`config.mk`:
```
export PLATFORM = sky130hd
export DESIGN_NAME = lfsr
export DESIGN_NICKNAME = d
export VERILOG_FILES = /design/src/rtl/lfsr_pkg.sv /design/src/rtl/lfsr_period_ctr.sv /design/src/rtl/lfsr.sv
export SDC_FILE = /design/constraint.sdc
export NUM_CORES = 1
export LEC_CHECK = 0
export BUFFER_PORTS_ARGS = -buffer_cell sky130_fd_sc_hd__buf_2
export CORE_MARGIN = 2
export CORE_UTILIZATION = 45
export DETAILED_ROUTE_END_ITERATION = 8
export GPL_TIMING_DRIVEN = 0
export MAX_ROUTING_LAYER = met4
export PLACE_DENSITY = 0.68
export SYNTH_ARGS = -nofsm -noshare
export SYNTH_HDL_FRONTEND = slang
export SYNTH_HIERARCHICAL = 1
export SYNTH_SLANG_ARGS = --single-unit
```
`constraint.sdc`:
```
create_clock -name clk -period 2.2 [get_ports clk]
set_input_delay 0.22 -clock clk [delete_from_list [all_inputs] [get_ports clk]]
set_output_delay 0.22 -clock clk [all_outputs]
set_load 0.005 [all_outputs]
```
`src/rtl/lfsr_pkg.sv`:
```
`default_nettype none
// +--------------------------------------------------------------------+
// | Module  : lfsr_pkg                                                 |
// | Brief   : Shared defaults and helpers for the Fibonacci LFSR.      |
// | Rev     : 1.0  initial release                                     |
// +--------------------------------------------------------------------+
package lfsr_pkg;

    // PRBS7: x^7 + x^6 + 1
    localparam int unsigned DEFAULT_WIDTH = 7;
    localparam logic [6:0]  DEFAULT_TAPS  = 7'b1100000;

    // Maximal-length period of a WIDTH-bit LFSR
    function automatic int unsigned lfsr_period(input int unsigned w);
        return (32'd1 << w) - 32'd1;
    endfunction

endpackage
`default_nettype wire

```
`src/rtl/lfsr_period_ctr.sv`:
```
`default_nettype none
// +--------------------------------------------------------------------+
// | Module  : lfsr_period_ctr                                          |
// | Brief   : Counts shifts of one LFSR run and owns the valid flag.   |
// |           active is high for exactly one full period per start.    |
// | Rev     : 1.0  initial release                                     |
// +--------------------------------------------------------------------+
module lfsr_period_ctr
    import lfsr_pkg::*;
#(
    parameter int WIDTH = DEFAULT_WIDTH
) (
    input  logic clk,
    input  logic reset,
    input  logic start,
    input  logic step,
    output logic active
);

    // Last count value at which active is still high (period - 1 shifts done)
    localparam logic [WIDTH-1:0] C_LAST = WIDTH'(lfsr_period(WIDTH) - 32'd1);

    // cnt reaches at most 2^WIDTH-1, so WIDTH bits never wrap within a run
    logic [WIDTH-1:0] r_cnt;
    logic             r_active;

    // Reset beats start; start beats stepping; hold when inactive
    always_ff @(posedge clk) begin
        if (reset) begin
            r_cnt    <= '0;
            r_active <= 1'b0;
        end else if (start) begin
            r_cnt    <= '0;
            r_active <= 1'b1;
        end else if (step && r_active) begin
            r_cnt <= r_cnt + 1'b1;
            if (r_cnt == C_LAST) begin
                r_active <= 1'b0;
            end
        end
    end

    assign active = r_active;

endmodule
`default_nettype wire

```
`src/rtl/lfsr.sv`:
```
`default_nettype none
// +--------------------------------------------------------------------+
// | Module  : lfsr                                                     |
// | Brief   : Fibonacci LFSR with seed load and one-period valid       |
// |           window. Optional macro LFSR_ZERO_GUARD_EN replaces a     |
// |           zero seed with all-ones to avoid lock-up.                |
// | Rev     : 1.0  initial release                                     |
// +--------------------------------------------------------------------+
module lfsr
    import lfsr_pkg::*;
#(
    parameter int               WIDTH = DEFAULT_WIDTH,
    parameter logic [WIDTH-1:0] TAPS  = WIDTH'(DEFAULT_TAPS)
) (
    input  logic             clk,
    input  logic             reset,
    input  logic             load,
    input  logic [WIDTH-1:0] seed,
    output logic             q,
    output logic             valid_out
);

    logic [WIDTH-1:0] r_state;
    logic [WIDTH-1:0] w_load_val;
    logic             w_fb;
    logic             w_active;

`ifdef LFSR_ZERO_GUARD_EN
    // An all-zero state never leaves zero; substitute all-ones
    assign w_load_val = (seed == '0) ? '1 : seed;
`else
    assign w_load_val = seed;
`endif

    assign w_fb = ^(r_state & TAPS);

    // State register: reset > load > shift while the run is active
    always_ff @(posedge clk) begin
        if (reset) begin
            r_state <= '0;
        end else if (load) begin
            r_state <= w_load_val;
        end else if (w_active) begin
            r_state <= {r_state[WIDTH-2:0], w_fb};
        end
    end

    lfsr_period_ctr #(
        .WIDTH (WIDTH)
    ) u_period_ctr (
        .clk    (clk),
        .reset  (reset),
        .start  (load),
        .step   (~load),
        .active (w_active)
    );

    assign valid_out = w_active;
    assign q         = w_active & r_state[WIDTH-1];

endmodule
`default_nettype wire

```
=== Word-level counts from Yosys, hierarchy flattened ===
Index checks and enable logic that the tools add are counted.

* Register bits after elaboration: 15
* Bits in latches: 0
* RAM bits: 0
* ROM bits: 0
* Input port bits: 10
* Word-level logic and storage cells: 19
* Memories: 0

* $add $sub $neg: 1
* $mul: 0
* Div/mod/pow operators: 0
* Magnitude comparators: 0
* Equality and inequality tests: 1
* Shifts and indexed selects: 0
* Multiplexer cells: 5
* Bitwise logic cells: 2
* Reduce and logical (&&, ||, !) cells: 7

{| class="wikitable"
|+ Operators by type and width
! kind !! count
|-
| two-way mux 7 bit || 2
|-
| adder 7 x 1 -> 7 bit, second input constant || 1
|-
| equality test 7 bit, second input constant || 1
|-
| XOR reduction 7 bit || 1
|-
| nonzero test 2 bit || 3
|-
| two-way mux 1 bit || 3
|-
| AND reduction 2 bit || 1
|-
| OR reduction 2 bit || 1
|-
| AND 1 bit || 1
|-
| logical AND 1 bit || 1
|-
| inverter 1 bit || 1
|}

=== Depth between registers and ports, before layout ===
Gate-level depths: netlist of run 1.

* Word-level depth: 4
* Gate-level depth with buffers: 5
* Mapped depth without buffers: 5

=== Cells and area by module ===
The synthesis of run 1 kept the hierarchy.

{| class="wikitable"
|+ By module, submodules not included
! module !! instances !! cells each !! area each (sq um)
|-
| lfsr || 1 || 35 || 367.9
|-
| lfsr_period_ctr || 1 || 42 || 360.3
|}

=== Worst setup path before layout of run 1 ===
No wires, ideal clock.

* Path type: in2reg
* Start point: input port load
* End point: register u_period_ctr.r_cnt[3]
* Library setup time: 0.070 ns
* Arrival time: 1.066 ns
* Slack: 1.064 ns
* Stages: 5
* Path buffers: 1
* Path through: buf_4 > inv_2 > nand4_1 > or3_1 > a21oi_1

* Cells in the longest elaborated chain, start to end: 2
* Elaborated cells between the ends (all ways): 3
* Those cells by class: bitwise: 1; reduce/logical: 2

{| class="wikitable"
|+ Ends and longest elaborated chain
! item !! line !! text
|-
| start: declaration || lfsr.sv:17 || <nowiki>input logic load,</nowiki>
|-
| inverter 1 bit || lfsr.sv:54 || <nowiki>.step (~load),</nowiki>
|-
| logical AND 1 bit || lfsr_period_ctr.sv:35 || <nowiki>end else if (step && r_active) begin</nowiki>
|-
| end signal: assignment || lfsr_period_ctr.sv:36 || <nowiki>r_cnt <= r_cnt + 1'b1;</nowiki>
|-
| end: declaration || lfsr_period_ctr.sv:24 || <nowiki>logic [WIDTH-1:0] r_cnt;</nowiki>
|}

Parallel ways exist; a longest one is shown, timed or not.
A chain may end at the register's enable or synchronous reset.

=== Worst setup path in the final report of run 1 ===
* Start point: register u_period_ctr.r_active, in the netlist u_period_ctr/active
* End point: output port q

* Cells in the longest elaborated chain, start to end: 1

{| class="wikitable"
|+ Ends and longest elaborated chain
! item !! line !! text
|-
| start: declaration || lfsr_period_ctr.sv:25 || <nowiki>logic r_active;</nowiki>
|-
| start signal: assignment || lfsr_period_ctr.sv:31 || <nowiki>r_active <= 1'b0;</nowiki>
|-
| start signal: assignment || lfsr_period_ctr.sv:34 || <nowiki>r_active <= 1'b1;</nowiki>
|-
| start signal: assignment || lfsr_period_ctr.sv:38 || <nowiki>r_active <= 1'b0;</nowiki>
|-
| AND 1 bit || lfsr.sv:59 || <nowiki>assign q = w_active & r_state[WIDTH-1];</nowiki>
|-
| end: declaration || lfsr.sv:19 || <nowiki>output logic q,</nowiki>
|}

Every way passes these cells.

==> flow_summary.json, run 1 <==
{
  "cp_cell_sequence": "buf_6, and2_2, buf_2",
  "initial_core_util": 0.4834,
  "ys_warn_count": 6,
  "stdcell_count": 108,
  "slowest_stage": "dfxtp_1",
  "fmax_ghz": 0.7081,
  "cts_tree": "done",
  "vias_per_cell": 5.361,
  "ctsHoldBuffers": 0,
  "core_area_um2": 1506,
  "start_kind": "flip-flop",
  "post-route-period-util": 0.6419,
  "yosysTopAreaCell": "dfxtp_1",
  "die_area_um2": 1956,
  "die_y_um": 44.23,
  "critPathTopFamily": "flip-flops",
  "grt_use_total": 0.1553,
  "setup_viol": 0,
  "post-place-cells": 104,
  "maxCapViolations": 0,
  "ys_top_cells_by_area": "dfxtp_1 (41%), mux2i_1 (8.2%), a211oi_1 (6.2%)",
  "hold_depth": 2,
  "cp.required_ns": 1.98,
  "cts_resized": 0,
  "dp_hpwl_um": 881.7,
  "wire_per_inst_um": 11.29,
  "clock_tree.buffer_depth": 2,
  "hold_violations": 0,
  "fin_nets": 105,
  "synthDistinctLibCells": 26,
  "drc": 0,
  "final_common_cell": "dfxtp_1",
  "grt_pass1_vias": 501,
  "cts_setup_buffers": 0,
  "crit_path_end_kind": "output port",
  "outcome": "finished, final reports clean",
  "pre_cts_slack_ns": 0.7918,
  "worstPathMaxFanout": 9,
  "tightest_slew_ns": 0.3127,
  "grt_max_degree": 13,
  "synthCells": 77,
  "cts.sinks": 15,
  "antenna_found_initial": 0,
  "period_needed_ns": 1.412,
  "synth_nets": 89,
  "slew_headroom": 0.7915,
  "drt_iter0_drc": 13,
  "cts_root_buf": "clkbuf_4",
  "crit_buf_inv": 2,
  "syn_area_um2": 728.2,
  "total_leakage_power_nw": 0.3174,
  "post_synth.cell_area_avg_um2": 9.457,
  "ios": 12,
  "skew_ns": 0.003705,
  "criticalPathCategory": "flip-flop to output port",
  "portBuffers": 11,
  "ys_seq_elements": 15,
  "grt-ovfl-total": 0,
  "finalPower_mw": 0.5098,
  "setup_slack_ns": 0.7878,
  "fillers": 139,
  "die_x_um": 44.23,
  "detail-route-antenna-nets": 0,
  "grt_first_pass_wirelength_um": 2180,
  "power_density_nw_per_um2": 613.7,
  "routed_wl_um": 1219,
  "arrival_ns": 1.19,
  "cts_buffers": 3,
  "row_count": 14,
  "path_clk_slew_ns": 0.09,
  "clk_latency_ns": 0.28,
  "cp_num_cells": 3,
  "peakVddDrop_mv": 0.3313,
  "maxSlewViolCount": 0,
  "cpPeakStageDelay_ns": 0.48,
  "reg2reg_depth": 3,
  "first_pass_iters": 4,
  "num_vias": 579,
  "antenna_cells": 0,
  "yosysSeqAreaShare": 0.4124,
  "drive_gt1_frac": 0.2500,
  "setup_tns_ns": 0,
  "rsz0062_at_grt": "false",
  "gp_congestion": 0.6861,
  "synth_top_area_frac": 0.4124,
  "syn2layout_area_growth_pct": 14.09,
  "cts-htree-levels": 1,
  "min_path_type": "input port to flip-flop",
  "mostFrequentLayoutCells": "dfxtp_1 (15), buf_2 (11), nor2b_1 (7)"
}
## synth_stat cells
| cell type | n |
|---|---|
| nand3_1 | 2 |
| o21ai_0 | 5 |
| buf_4 | 2 |
| nor2b_1 | 7 |
| a211oi_1 | 6 |
| nor4b_2 | 1 |
| ha_1 | 2 |
| inv_2 | 1 |
| and2_2 | 1 |
| xor2_1 | 1 |
| clkbuf_1 | 1 |
| nor3b_1 | 1 |
| nand2_1 | 2 |
| nand3_2 | 1 |
| dfxtp_1 | 15 |
| nor2_1 | 2 |
| or2_2 | 1 |
| a221o_1 | 1 |
| a21oi_1 | 6 |
| inv_1 | 3 |
| nand4_1 | 2 |
| mux2i_1 | 6 |
| or3_1 | 4 |
| xnor2_1 | 2 |
| a311oi_1 | 1 |
| buf_6 | 1 |
## flip-flops by register name, indices dropped and copies added, names as in the netlist
name / flops
r_state: 7
u_period_ctr/r_cnt: 7
u_period_ctr/active: 1
## cell type report
type,instances,area [um2],share of cell area
Timing Repair Buffer,11,55.05,0.06627
Tap cell,16,20.02,0.02410
Multi-Input combinational cell,54,382.9,0.4608
Clock buffer,3,22.52,0.02711
Clock inverter,1,5.005,0.006024
Inverter,4,15.01,0.01807
Sequential cell,15,300.3,0.3614
Buffer,4,30.03,0.03614
## metrics by stage
| step | util | area [um2] | hold WS, ns |
|---|---|---|---|
| 3_3_place_gp | 0.5332 | 803.3 | 0.4013 |
| 3_5_place_dp | 0.5332 | 803.3 | 0.4142 |
| 4_1_cts | 0.5515 | 830.8 | 0.1077 |
| 5_1_grt | 0.5515 | 830.8 | 0.1056 |
| 6_report | 0.5515 | 830.8 | 0.1146 |
| 2_1_floorplan | - | 728.2 | 0.2891 |
## final timing paths
kind / startpoint / end / slack, ns
setup / recovery: u_period_ctr/active / q / 0.79
hold / removal: reset / u_period_ctr/active / 0.11
setup reg to reg: u_period_ctr/active / u_period_ctr/r_cnt[3] / 0.98
hold reg to reg: u_period_ctr/r_cnt[5] / u_period_ctr/r_cnt[5] / 0.48
## kinds of logic (layout without fill, tap and decap cells)
| family | after synthesis | count (layout) | share of synthesized area |
|---|---|---|---|
| AO/OA/AOI/OAI | 19 | 19 | 0.1632 |
| buffers and inverters | 8 | 23 | 0.06184 |
| multiplexers | 6 | 6 | 0.08248 |
| XOR/XNOR | 3 | 3 | 0.03609 |
| AND/OR/NAND/NOR | 24 | 24 | 0.2096 |
| flip-flops | 15 | 15 | 0.4124 |
| adder cells (fa/ha/maj) | 2 | 2 | 0.03436 |
## report_power, final
group          switching, mW  leakage [nW]  internal, mW
Combinational         0.0295         0.177        0.0327
Sequential           0.00963         0.123         0.284
Clock                 0.0871        0.0177        0.0673
Total                  0.126         0.317         0.384
## layer usage
layer	routed length, um	track usage	part of all wire
met5	0	-	0
met4	13	0.05455	0.011
met3	54	0.04898	0.044
met2	499	0.2000	0.41
met1	652	0.2247	0.53
Power figures use the tool's default switching activity.
==> run 2: changes to the inputs <==
Settings changed: PLACE_DENSITY 0.68 to 0.71.
Clock period 2.2 ns to 1.25 ns, I/O delays scaled along.
==> run 2 against run 1 <==
Sequential power rose by 75%; sequential share of layout area fell by 0.31 points; routed wire length rose by 4.3%; die area did not move; critical path type unchanged; largest cell class unchanged; largest power group unchanged; highest routed layer unchanged.
==> flow_summary.json, run 2 (synthesized netlist as in run 1, its figures left out) <==
{
  "cpPeakStageDelay_ns": 0.36,
  "wire_per_inst_um": 11.56,
  "core_area_um2": 1506,
  "stdcell_count": 110,
  "grt_pass1_vias": 551,
  "drive_gt1_frac": 0.2660,
  "die_x_um": 44.23,
  "cts.sinks": 15,
  "maxSlewViolCount": 0,
  "seq_area_um2": 305.3,
  "clock_tree.buffer_depth": 2,
  "hold_end": "r_state[0]",
  "postLayoutCellArea_um2": 852.1,
  "row_count": 14,
  "portBuffers": 11,
  "start_kind": "flip-flop",
  "min_path_type": "input port to flip-flop",
  "grt_max_degree": 13,
  "fillers": 142,
  "multi_input_area_um2": 382.9,
  "outcome": "finished, final reports clean",
  "criticalPathCategory": "flip-flop to output port",
  "tightest_slew_ns": 0.3514,
  "maxCapViolations": 0,
  "critPathTopFamily": "flip-flops",
  "grt_first_pass_wirelength_um": 2221,
  "clk_latency_ns": 0.28,
  "dpl-instance-area_um2": 803.3,
  "die_area_um2": 1956,
  "skew_ns": 0.0006967,
  "routed_wl_um": 1272,
  "first_pass_iters": 4,
  "hold_violations": 0,
  "path_clk_slew_ns": 0.09,
  "drc": 0,
  "mostFrequentLayoutCells": "dfxtp_1 (13), buf_2 (11), nor2b_1 (7)",
  "crit_buf_inv": 2,
  "rsz0062_at_grt": "false",
  "die_y_um": 44.23,
  "r2r_slack_ns": 0.09,
  "hold_slack_ns": 0.06480,
  "setup_tns_ns": 0,
  "cts_tree": "done",
  "peakVddDrop_mv": 0.8480,
  "slew_headroom": 0.7657,
  "hp-start": "seed[0]",
  "crit_path_end_kind": "output port",
  "ios": 12,
  "antenna_cells": 0,
  "syn2layout_area_growth_pct": 17.01,
  "slowest_stage": "dfxtp_4",
  "post-place-cells": 104,
  "drt_iter0_drc": 11,
  "detail-route-antenna-nets": 0,
  "total_leakage_power_nw": 0.3249,
  "antenna_found_initial": 0,
  "cts_buffers": 3,
  "power_density_nw_per_um2": 1066,
  "grt-ovfl-total": 0,
  "post-route-period-util": 0.9628,
  "cp.required_ns": 1.12,
  "setup_viol": 0,
  "final_common_cell": "dfxtp_1",
  "fin_nets": 107,
  "cp_cell_sequence": "buf_6, and2_2, buf_2",
  "fmax_ghz": 0.8309,
  "initial_core_util": 0.4834,
  "crit-reg2reg-capture": "u_period_ctr/r_cnt[6]",
  "reg2reg_from": "u_period_ctr/r_cnt[0]",
  "grt_use_total": 0.1608,
  "cts_root_buf": "clkbuf_4",
  "cts-htree-levels": 1,
  "final_util": 0.5656,
  "num_vias": 588,
  "reg2reg_depth": 4,
  "hold_depth": 2,
  "worstPathMaxFanout": 9,
  "period_needed_ns": 1.203,
  "gp_congestion": 0.6479,
  "arrival_ns": 1.08,
  "vias_per_cell": 5.345
}
-- run 2: final cells by class --
class | instances | area share
Buffer | 4 | 0.03524
Clock buffer | 4 | 0.03084
Inverter | 4 | 0.01762
Multi-Input combinational cell | 54 | 0.4493
Sequential cell | 15 | 0.3583
Tap cell | 16 | 0.02349
Timing Repair Buffer | 13 | 0.08517
-- run 2: what timing repair did --
item                                    CTS  global route
endpoints found under the setup margin    1             3
hold buffers                              1             0
resized for setup                         1             2
hold endpoints to repair                  1             0
setup buffers                             0             1
-- run 2: per-stage QoR --
stage	total power, mW	setup WS, ns
finish	0.9086	0.04650
global route	0.9484	0.008105
CTS	0.9159	0.007369
detailed placement	0.6353	-0.05473
global placement	0.6333	-0.03212
floorplan	0.6020	0.1389
-- run 2: worst max path at each step --
stage	from	to	slack (ns)	cells past startpoint
finish	u_period_ctr/active	q	0.05	3
floorplan	u_period_ctr/r_cnt[1]	u_period_ctr/r_cnt[4]	0.14	4
global route	u_period_ctr/r_cnt[0]	u_period_ctr/r_cnt[4]	0.008	4
detailed placement	load	u_period_ctr/r_cnt[3]	-0.05	6
global placement	load	u_period_ctr/r_cnt[5]	-0.03	6
CTS	u_period_ctr/active	q	0.007	3
-- run 2: worst register-to-register path, stage by stage, from the launching register on --
cell and delay, ns:
dfxtp_1 0.36, ha_1 0.17, nand3_2 0.11, or3_1 0.32, a21oi_1 0.13
-- run 2: report_power, final --
| part | internal [mW] | switching [mW] |
|---|---|---|
| Clock | 0.124 | 0.154 |
| Combinational | 0.0625 | 0.0556 |
| Sequential | 0.499 | 0.0137 |
| Total | 0.685 | 0.223 |
-- run 2: layer usage --
metal | global-route usage | part of all wire
met1 | 0.2208 | 0.52
met2 | 0.2088 | 0.43
met3 | 0.02449 | 0.029
met4 | 0.1212 | 0.021
met5 | - | 0
==> run 3: changes to the inputs <==
Settings changed: BUFFER_PORTS_ARGS -buffer_cell sky130_fd_sc_hd__buf_2 to -buffer_cell sky130_fd_sc_hd__clkbuf_2.
==> run 3 against run 2 <==
Design area fell by 2.1%; via count increased by 0.68%; total power is 1.5% lower; combinational power is 8% lower; sequential cell count unchanged; die area stayed put; sequential share of layout area rose by 0.75 points; sequential power up 0.8%; core utilization is 1.2 points lower; global-route usage is 1.3 points lower; worst hold slack lost 0.037 ns; clock-buffer cell count unchanged; critical endpoint unchanged; largest power group unchanged.
==> flow_summary.json, run 3 (synthesized netlist as in run 1, its figures left out) <==
{
  "outcome": "finished, final reports clean",
  "finalPower_mw": 0.8945,
  "ios": 12,
  "rsz0062_at_grt": "false",
  "initial_core_util": 0.4834,
  "cp.required_ns": 1.12,
  "start_kind": "flip-flop",
  "first_pass_iters": 4,
  "post-route-period-util": 0.9645,
  "top_layer_used": "met4",
  "cts-htree-levels": 1,
  "multi_input_area_um2": 382.9,
  "wl_met2_um": 549,
  "fillers": 131,
  "drt_iter0_drc": 23,
  "clock_tree.buffer_depth": 2,
  "die_x_um": 44.23,
  "total_leakage_power_nw": 0.3167,
  "hold_violations": 0,
  "routed_wl_um": 1209,
  "drc": 0,
  "maxCapViolations": 0,
  "ctsHoldBuffers": 0,
  "worstPathMaxFanout": 9,
  "dp_hpwl_um": 905.1,
  "die_area_um2": 1956,
  "path_clk_slew_ns": 0.09,
  "die_y_um": 44.23,
  "grt_pass1_vias": 506,
  "reg2reg_depth": 4,
  "clk_latency_ns": 0.27,
  "hold_depth": 2,
  "cts_setup_buffers": 0,
  "slew_headroom": 0.7918,
  "cts.sinks": 15,
  "detail-route-antenna-nets": 0,
  "period_needed_ns": 1.206,
  "seq_area_um2": 305.3,
  "final_common_cell": "dfxtp_1",
  "wire_per_inst_um": 11.19,
  "power_density_nw_per_um2": 1072,
  "crit_path_end_kind": "output port",
  "cts_root_buf": "clkbuf_4",
  "tightest_slew_ns": 0.3123,
  "vias_per_cell": 5.481,
  "min_path_type": "input port to flip-flop",
  "wl_met1_um": 581,
  "antenna_cells": 0,
  "core_area_um2": 1506,
  "postLayoutCellArea_um2": 834.6,
  "mostFrequentLayoutCells": "dfxtp_1 (13), clkbuf_2 (11), nor2b_1 (7)",
  "maxSlewViolCount": 0,
  "gp_congestion": 0.6490,
  "dpl-instance-area_um2": 803.3,
  "grt_max_degree": 13,
  "cts_buffers": 3,
  "drive_gt1_frac": 0.2609,
  "arrival_ns": 1.08,
  "row_count": 14,
  "antenna_found_initial": 0,
  "fin_nets": 105,
  "criticalPathCategory": "flip-flop to output port",
  "dr_wl_met3_um": 57,
  "syn2layout_area_growth_pct": 14.60,
  "fmax_ghz": 0.8294,
  "peakVddDrop_mv": 0.6889,
  "grt_first_pass_wirelength_um": 2118,
  "portBuffers": 11,
  "grt-ovfl-total": 0,
  "num_vias": 592,
  "grt_use_total": 0.1475,
  "skew_ns": 0.002402,
  "cts_resized": 1,
  "setup_viol": 0,
  "cts_tree": "done"
}
-- run 3: critical path: stages, from the launching register on --
cell	delay [ns]
dfxtp_4	0.38
buf_6	0.15
and2_2	0.18
clkbuf_2	0.10
-- run 3: final cells by class --
type,instances,area share
repair buffers,11,0.06597
flip-flops and latches,15,0.3658
clock buffers,4,0.03148
well taps,16,0.02399
plain buffers,4,0.03598
inverters,4,0.01799
multi-input cells,54,0.4588
-- run 3: power breakdown --
group | internal, mW | total [mW] | switching, mW
Sequential | 0.499 | 0.516 | 0.0168
Clock | 0.123 | 0.271 | 0.148
Combinational | 0.0577 | 0.108 | 0.0501
-- run 3: path summary, 6_finish.rpt --
check             slack (ns)               endpoint             startpoint
setup / recovery        0.04                      q    u_period_ctr/active
hold / removal          0.03    u_period_ctr/active                  reset
setup reg to reg        0.08  u_period_ctr/r_cnt[6]  u_period_ctr/r_cnt[0]
hold reg to reg         0.49  u_period_ctr/r_cnt[5]  u_period_ctr/r_cnt[5]
-- run 3: metrics by stage --
| step | utilization | hold WS [ns] | setup slack [ns] | instances | TNS [ns] |
|---|---|---|---|---|---|
| 2_1_floorplan | - | 0.1941 | 0.1389 | 77 | 0 |
| 3_3_place_gp | 0.5332 | 0.3099 | -0.01901 | 104 | -0.02937 |
| 3_5_place_dp | 0.5332 | 0.3223 | -0.03012 | 104 | -0.05005 |
| 4_1_cts | 0.5515 | 0.02279 | 0.02506 | 108 | 0 |
| 5_1_grt | 0.5540 | 0.01886 | 0.008246 | 108 | 0 |
| 6_report | 0.5540 | 0.02752 | 0.04432 | 108 | 0 |
-- run 3: layer usage --
metal	vias up	GRT usage
li1	306	-
met5	-	-
met4	0	0.06667
met1	266	0.2045
met3	4	0.02449
met2	16	0.2088
